===== config.mk =====
export PLATFORM = sky130hd
export DESIGN_NAME = tick_sequencer
export DESIGN_NICKNAME = d
export VERILOG_FILES = /design/src/rtl/tick_sequencer_pkg.sv /design/src/rtl/tick_sequencer_mod_counter.sv /design/src/rtl/tick_sequencer.sv
export SDC_FILE = /design/constraint.sdc
export NUM_CORES = 1
export LEC_CHECK = 0
export ABC_AREA = 1
export CELL_PAD_IN_SITES_DETAIL_PLACEMENT = 1
export CELL_PAD_IN_SITES_GLOBAL_PLACEMENT = 1
export CORE_MARGIN = 4
export CORE_UTILIZATION = 35
export DETAILED_ROUTE_END_ITERATION = 7
export PLACE_DENSITY = 0.74
export SKIP_LAST_GASP = 1
export SYNTH_ARGS = -nofsm -noshare
export SYNTH_HDL_FRONTEND = slang
export SYNTH_SLANG_ARGS = --single-unit

===== constraint.sdc =====
create_clock -name CLK -period 1.7 [get_ports CLK]
set_input_delay 0.34 -clock CLK [delete_from_list [all_inputs] [get_ports CLK]]
set_output_delay 0.34 -clock CLK [all_outputs]
set_load 0.01 [all_outputs]

===== src/rtl/tick_sequencer_pkg.sv =====
// Shared constants for tick_sequencer: state encodings and parameter defaults.
package tick_sequencer_pkg;

  localparam logic [1:0] ST_IDLE  = 2'b00;
  localparam logic [1:0] ST_RUN   = 2'b01;
  localparam logic [1:0] ST_PAUSE = 2'b10;

  localparam int unsigned TS_WIDTH_DEF    = 4;
  localparam int unsigned TS_PRESCALE_DEF = 100000000;

endpackage


===== src/rtl/tick_sequencer_mod_counter.sv =====
// Modulo-N counter: counts 0..mod_q-1 on step, flags the wrap position combinationally.
module mod_counter #(
  parameter int WIDTH = 4
) (
  input  logic             CLK,
  input  logic             RESET,
  input  logic             step,
  input  logic             clear,
  input  logic [WIDTH-1:0] mod_q,
  output logic [WIDTH-1:0] count,
  output logic             wrap
);

  logic [WIDTH-1:0] r_count;

  // mod_q >= 1 whenever step is asserted, so count+1 never carries out.
  assign wrap  = (r_count == (mod_q - 1'b1));
  assign count = r_count;

  always_ff @(posedge CLK or posedge RESET) begin
    if (RESET) begin
      r_count <= '0;
    end else if (clear) begin
      r_count <= '0;
    end else if (step) begin
      r_count <= wrap ? '0 : r_count + 1'b1;
    end
  end

endmodule


===== src/rtl/tick_sequencer.sv =====
// Start/stop/hold sequencer driving a modulo counter with a one-cycle wrap tick.
// Optional per-step prescaler enabled by defining TICK_SEQ_PRESCALE_EN.
module tick_sequencer #(
  parameter int WIDTH    = tick_sequencer_pkg::TS_WIDTH_DEF,
  parameter int PRESCALE = tick_sequencer_pkg::TS_PRESCALE_DEF
) (
  input  logic             CLK,
  input  logic             RESET,
  input  logic             start,
  input  logic             stop,
  input  logic             hold,
  input  logic [WIDTH-1:0] modulus,
  output logic [WIDTH-1:0] count,
  output logic             tick,
  output logic             busy,
  output logic             err
);
  import tick_sequencer_pkg::*;

  logic [1:0]       r_state;
  logic [1:0]       w_state_nxt;
  logic [WIDTH-1:0] r_mod_q;
  logic             r_tick;
  logic             r_err;
  logic             w_start_req;
  logic             w_mod_ok;
  logic             w_step;
  logic             w_clear;
  logic             w_wrap;
  logic             w_pre_done;

`ifdef TICK_SEQ_PRESCALE_EN
  localparam int PW = (PRESCALE > 1) ? $clog2(PRESCALE) : 1;
  logic [PW-1:0] r_pre;

  assign w_pre_done = (r_pre == PW'(PRESCALE - 1));

  // Cleared in IDLE (covers RUN entry) and on stop; holds its value while paused.
  always_ff @(posedge CLK or posedge RESET) begin
    if (RESET) begin
      r_pre <= '0;
    end else if (r_state == ST_IDLE || stop) begin
      r_pre <= '0;
    end else if (r_state == ST_RUN && !hold) begin
      r_pre <= w_pre_done ? '0 : r_pre + 1'b1;
    end
  end
`else
  assign w_pre_done = 1'b1;
`endif

  assign w_start_req = (r_state == ST_IDLE) && start && !stop;
  assign w_mod_ok    = (modulus != '0);
  assign w_step      = (r_state == ST_RUN) && !stop && !hold && w_pre_done;
  assign w_clear     = (r_state == ST_IDLE) || stop;

  always_comb begin
    w_state_nxt = r_state;
    case (r_state)
      ST_IDLE:  if (w_start_req && w_mod_ok) w_state_nxt = ST_RUN;
      ST_RUN: begin
        if (stop)      w_state_nxt = ST_IDLE;
        else if (hold) w_state_nxt = ST_PAUSE;
      end
      ST_PAUSE: begin
        if (stop)       w_state_nxt = ST_IDLE;
        else if (!hold) w_state_nxt = ST_RUN;
      end
      default:  w_state_nxt = ST_IDLE;
    endcase
  end

  always_ff @(posedge CLK or posedge RESET) begin
    if (RESET) begin
      r_state <= ST_IDLE;
      r_mod_q <= '0;
      r_tick  <= 1'b0;
      r_err   <= 1'b0;
    end else begin
      r_state <= w_state_nxt;
      r_tick  <= w_step && w_wrap;
      if (w_start_req) begin
        r_err <= !w_mod_ok;
        if (w_mod_ok) r_mod_q <= modulus;
      end
    end
  end

  mod_counter #(
    .WIDTH (WIDTH)
  ) u_mod_counter (
    .CLK   (CLK),
    .RESET (RESET),
    .step  (w_step),
    .clear (w_clear),
    .mod_q (r_mod_q),
    .count (count),
    .wrap  (w_wrap)
  );

  assign tick = r_tick;
  assign busy = (r_state == ST_RUN) || (r_state == ST_PAUSE);
  assign err  = r_err;

endmodule


After elaboration in Yosys (flattened, before gate mapping)
Index checks and enable logic that the tools add are counted.

storage, ports and cells
  bits in registers = 12
  latch bits = 0
  memory bits (writable) = 0
  memory bits (read-only) = 0
  input port bits = 9
  output and inout bits = 7
  logic and storage cells = 38
  memories = 0

cells by class
  $add $sub $neg = 2
  $mul = 0
  div/mod/pow operators = 0
  magnitude comparators = 0
  equal/unequal tests = 6
  shift operators = 0
  multiplexer cells = 9
  bitwise logic cells = 0
  reduce and logical (&&, ||, !) cells = 16

operators with widths
  cell                                                 count
  two-way mux 4 bit                                    3
  two-way mux 2 bit                                    5
  logical AND 1 bit                                    6
  != test 3 bit, second input constant                 2
  case mux 2 bit (3 select lines)                      1
  adder 4 x 1 -> 4 bit, second input constant          1
  equality test 4 bit                                  1
  nonzero test 4 bit                                   1
  subtractor 4 x 1 -> 4 bit, second input constant     1
  zero test 1 bit                                      3
  AND reduction 3 bit                                  1
  equality test 2 x 1 -> 1 bit, second input constant  1
  equality test 2 bit, second input constant           1
  zero test 2 bit                                      1
  logical OR 1 bit                                     2
  != test 2 x 1 -> 1 bit, second input constant        1
  AND reduction 2 bit                                  1
  nonzero test 2 bit                                   1

Depth between registers and ports, before layout
Gate-level depths: netlist of run 1.

  depth after elaboration = 6
  mapped depth = 11
  mapped depth without buffers = 11

Cells and area by module
From an unflattened synthesis of run 1, not the netlist that was laid out.

unflattened totals
  cells, all modules = 112
  area, all modules = 803.3 um^2

by module, submodules not included
  module          instances  cells an instance  area an instance (um^2)
  tick_sequencer  1          59                 451.7
  mod_counter     1          53                 351.6

Least setup slack after synthesis of run 1
No wires, ideal clock.

  path kind = flip-flop to flip-flop
  from = register r_state[0]
  to = register r_state[0]
  setup time = 127 ps
  data arrival time = 1,255 ps
  required time = 1,573 ps
  path slack = 319 ps
  cell stages (with the launch flop) = 8
  path buffers = 0
  clock period less this slack = 1,381 ps
  cells stage by stage = dfrtp_1 inv_1 ha_1 nand2_1 nor2_4 o21ai_4 a21oi_2 o21ai_0

between the ends
  cells in the longest elaborated chain, start to end = 6
  elaborated cells on any way between the ends = 11
  classes of those cells = eq/ne: 5; mux: 1; reduce/logical: 5

ends and longest elaborated chain
  item                                     line                                        text
  start: declaration                       tick_sequencer.sv:20                        logic [1:0] r_state;
  start signal: assignment                 tick_sequencer.sv:80                        r_state <= w_state_nxt;
  zero test 2 bit                          tick_sequencer.sv:52, tick_sequencer.sv:59
  logical AND 1 bit (2 in series)          tick_sequencer.sv:52                        assign w_start_req = (r_state == ST_IDLE) && start && !stop;
  logical AND 1 bit                        tick_sequencer.sv:60                        ST_IDLE: if (w_start_req && w_mod_ok) w_state_nxt = ST_RUN;
  != test 2 x 1 -> 1 bit (no source line)  --
  AND reduction 3 bit (no source line)     --

Parallel ways exist; a longest one is shown, timed or not.
A chain may end at the register's enable or synchronous reset.

Final worst setup path of run 1
  from = register u_mod_counter.r_count[3] (netlist: u_mod_counter.count[3])
  to = output count[3]

RTL lines
  item                      line                              text
  start: declaration        tick_sequencer_mod_counter.sv:14  logic [WIDTH-1:0] r_count;
  start signal: assignment  tick_sequencer_mod_counter.sv:26  r_count <= wrap ? '0 : r_count + 1'b1;
  end: declaration          tick_sequencer.sv:13              output logic [WIDTH-1:0] count,

No word-level cell between the ends.

==> results of run 1 <==
[power groups by stage]
| stage | sequential (mW) | combinational (mW) | clock [mW] |
|---|---|---|---|
| 3_5_place_dp | 0.439 | 0.643 | 0 |
| 6_report | 0.428 | 0.652 | 0.227 |
| 4_1_cts | 0.429 | 0.660 | 0.234 |
| 5_1_grt | 0.442 | 0.766 | 0.251 |
| 2_1_floorplan | 0.428 | 0.431 | 0 |
| 3_3_place_gp | 0.434 | 0.600 | 0 |
[routing by layer]
layer	wire length, um	vias up	share of wire (%)	track usage (%)
met5	0	-	0	0
met4	27	0	1.5	8.714
met3	38	2	2.1	1.635
met2	944	12	53	28.69
met1	778	334	43	16.50
li1	-	354	-	-
[state kept, by name, indices dropped and copies added, names as in the netlist]
signal / cells
r_mod_q: 4
u_mod_counter.count: 4
err: 1
tick: 1
r_state: 2
[through the flow]
stage	std cells	setup WS (ns)	hold slack (ns)	cell area, um^2
after global placement	142	0.1144	0.4720	943.4
after floorplan	99	0.3189	0.2047	752.0
after CTS	148	0.04174	0.3895	993.5
final	148	0.07135	0.3688	996.0
after detailed placement	142	0.09398	0.4847	943.4
after global routing	148	0.001381	0.4148	996.0
[cell usage after synthesis, drive strengths merged]
master   n
a21boi   1
nor2     9
nand3    9
xor2     2
xnor2    1
ha       6
a21oi    4
nand2   28
dfrtp   12
o21ai    9
inv     17
o21a     1
[worst max path at each step]
stage	start	endpoint
final	u_mod_counter.count[3]	count[3]
after floorplan	r_state[0]	r_state[0]
after CTS	u_mod_counter.count[0]	count[0]
after global routing	r_mod_q[0]	u_mod_counter.count[1]
after global placement	r_state[0]	busy
after detailed placement	stop	r_state[0]
[what timing repair did]
| action | in CTS | in global routing |
|---|---|---|
| setup endpoints to repair | 1 | 2 |
| gates resized for setup | 1 | 2 |
| buffers inserted | 2 | 0 |
[area by class of cell]
type	instances	area share (%)
inverters	17	6.407
repair buffers	18	17.34
multi-input cells	70	38.94
well taps	27	3.392
flip-flops and latches	12	30.28
clock buffers	4	3.643
[kinds of logic after synthesis]
| logic type | count (synthesis) | synth area share [%] |
|---|---|---|
| xor+xnor | 3 | 3.495 |
| compound gates | 15 | 12.65 |
| simple gates | 46 | 25.46 |
| flops | 12 | 39.93 |
| fa+ha+maj | 6 | 9.983 |
| buf+inv | 17 | 8.486 |
==> flow_summary_export.csv, run 1 <==
group,metric,value,unit
routing,ant_nets,0,
synth,synth_cell_types,15,
routing,route.detailed.drc,0,
clocking,root_buffer,"clkbuf_4",
floorplanning,fp.dieH,54.35,um
setup_path,cp.depth,1,
pwr,power.total,1.308,mW
synth,synth_area_leaders,"dfrtp_1 40%, nand2_1 14%, ha_1 10%",
pwr,internal_power,777.4,uW
setup_path,cpMaxStageDelayCell,"clkdlybuf4s50_1",
global_routing,antenna_found_initial,0,
timing,worst_pin_slew,0.4502,ns
setup_path,criticalPathCategory,"flip-flop to output port",
setup_path,cp_num_buf_inv,1,
setup_path,r2r_cells,8,
timing,rsz0062_at_grt,"no",
pwr,seqPwrFrac,32.8,%
clocking,cts_sinks,12,
global_routing,grt_pass1_wl,3.139,mm
timing,setup_viol,0,
timing,fin_setup_tns,0,ns
synth,syn_area_per_cell,7.596,um^2
placed_design,gp_congestion,0.6999,
synth,ys_ff_latch,12,
routing,wl_per_cell,12.09,um
routing,vias,702,
final_layout,n_antenna_cell,0,
final_layout,syn2layout_area_growth,32.45,%
routing,drt-initial-drc-count,2,
synth,synth_nets,114,
setup_path,arrival,1.29,ns
clocking,clock_latency,0.27,ns
synth,syn_area,752.0,um^2
setup_path,crit_required,1.36,ns
pwr,combPwrFrac,49.9,%
status,status,"complete, no violations",
final_layout,utilization,49.75,%
floorplanning,ioPinCount,16,
pwr,clkPwrFrac,17.4,%
pwr,power_density,1313,nW/um^2
synth,synth_top_area_share,39.93,%
synth,ys_warn_count,0,
pwr,irDropWorstVdd,0.6880,mV
routing,totalWireLength,1.789,mm
clocking,clk_pin_slew_worst_paths,0.08,ns
placed_design,hpwl,1.514,mm
setup_path,crit_family,"buffers and inverters",
final_layout,layout_commonest_cell,"nand2_1",
setup_path,critical_path.cell_chain,"clkdlybuf4s50_1",
timing,skew,0.001318,ns
global_routing,overflow,0,
pwr,switchingPower,530.2,uW
final_layout,final_cell_mix,"28 x nand2_1, 17 x inv_1, 14 x clkdlybuf4s50_1",
timing,fin_crit,1.629,ns
final_layout,seq_area,301.5,um^2
routing,first_pass_iters,4,
setup_path,r2r_start,"r_state[0]",
final_layout,fillCellCount,270,
setup_path,startpoint_type,"flip-flop",
setup_path,r2r_slack,0.16,ns
synth,seq_area_frac_synth,39.93,%
setup_path,max_stage_delay,0.57,ns
timing,maxSlewViolCount,0,
synth,postSynthCellCount,99,
hold_path,hold_class,"input port to asynchronous set/reset pin",
pwr,p_leak,0.5137,nW
clocking,cts_tree,"done",
clocking,postCtsHoldBufs,0,
timing,fin_crit_sh,95.80,%
floorplanning,core,2002,um^2
pwr,p_sw_share,40.55,%
floorplanning,die_w,54.35,um
global_routing,grt_pass1_vias,740,
floorplanning,start_util,37.56,%
setup_path,end_kind,"output port",
final_layout,drive_gt1_share,9.091,%
final_layout,nets,137,
floorplanning,dieArea,2954,um^2
global_routing,grt_start_max_net_pins,13,
clocking,cts_max_path_buffers,2,
job,max_cap_viol_count,0,
setup_path,critPathMaxFanout,5,
synth,synth_top_cell_by_area,"dfrtp_1",
clocking,cts_buffers,3,
timing,slew-limit-headroom,69.96,%
final_layout,multi_input_area,387.9,um^2
floorplanning,rows,16,
global_routing,grt_usage,15.36,%
routing,vias_per_cell,4.743,
clocking,h-tree-depth,1,
placed_design,portBuffers,15,
timing,fmax,614.0,MHz
setup_path,r2r-end,"r_mod_q[0]",
timing,hold_viol,0,
Note: power is estimated with default switching activity, not from simulation.
==> inputs of run 2 (changes only) <==
--- a/config.mk
+++ b/config.mk
@@ -11,6 +11,7 @@
 export CORE_MARGIN = 4
 export CORE_UTILIZATION = 35
 export DETAILED_ROUTE_END_ITERATION = 7
+export MAX_ROUTING_LAYER = met4
 export PLACE_DENSITY = 0.74
 export SKIP_LAST_GASP = 1
 export SYNTH_ARGS = -nofsm -noshare
==> results of run 2 <==
No change in the layout: final DEF, timing and power equal those of run 1.
Among the figures that moved: final weighted congestion in routability-driven placement 0.6999 -> 0.7076; overall routing resource usage 15.36% -> 15.79%
==> inputs of run 3 (changes only) <==
--- a/config.mk
+++ b/config.mk
@@ -11,6 +11,7 @@
 export CORE_MARGIN = 4
 export CORE_UTILIZATION = 35
 export DETAILED_ROUTE_END_ITERATION = 7
+export GPL_ROUTABILITY_DRIVEN = 0
 export MAX_ROUTING_LAYER = met4
 export PLACE_DENSITY = 0.74
 export SKIP_LAST_GASP = 1
==> results of run 3 <==
No change in the layout: final DEF, timing and power equal those of run 1.
Among the figures that moved: overall routing resource usage 15.36% -> 15.79%
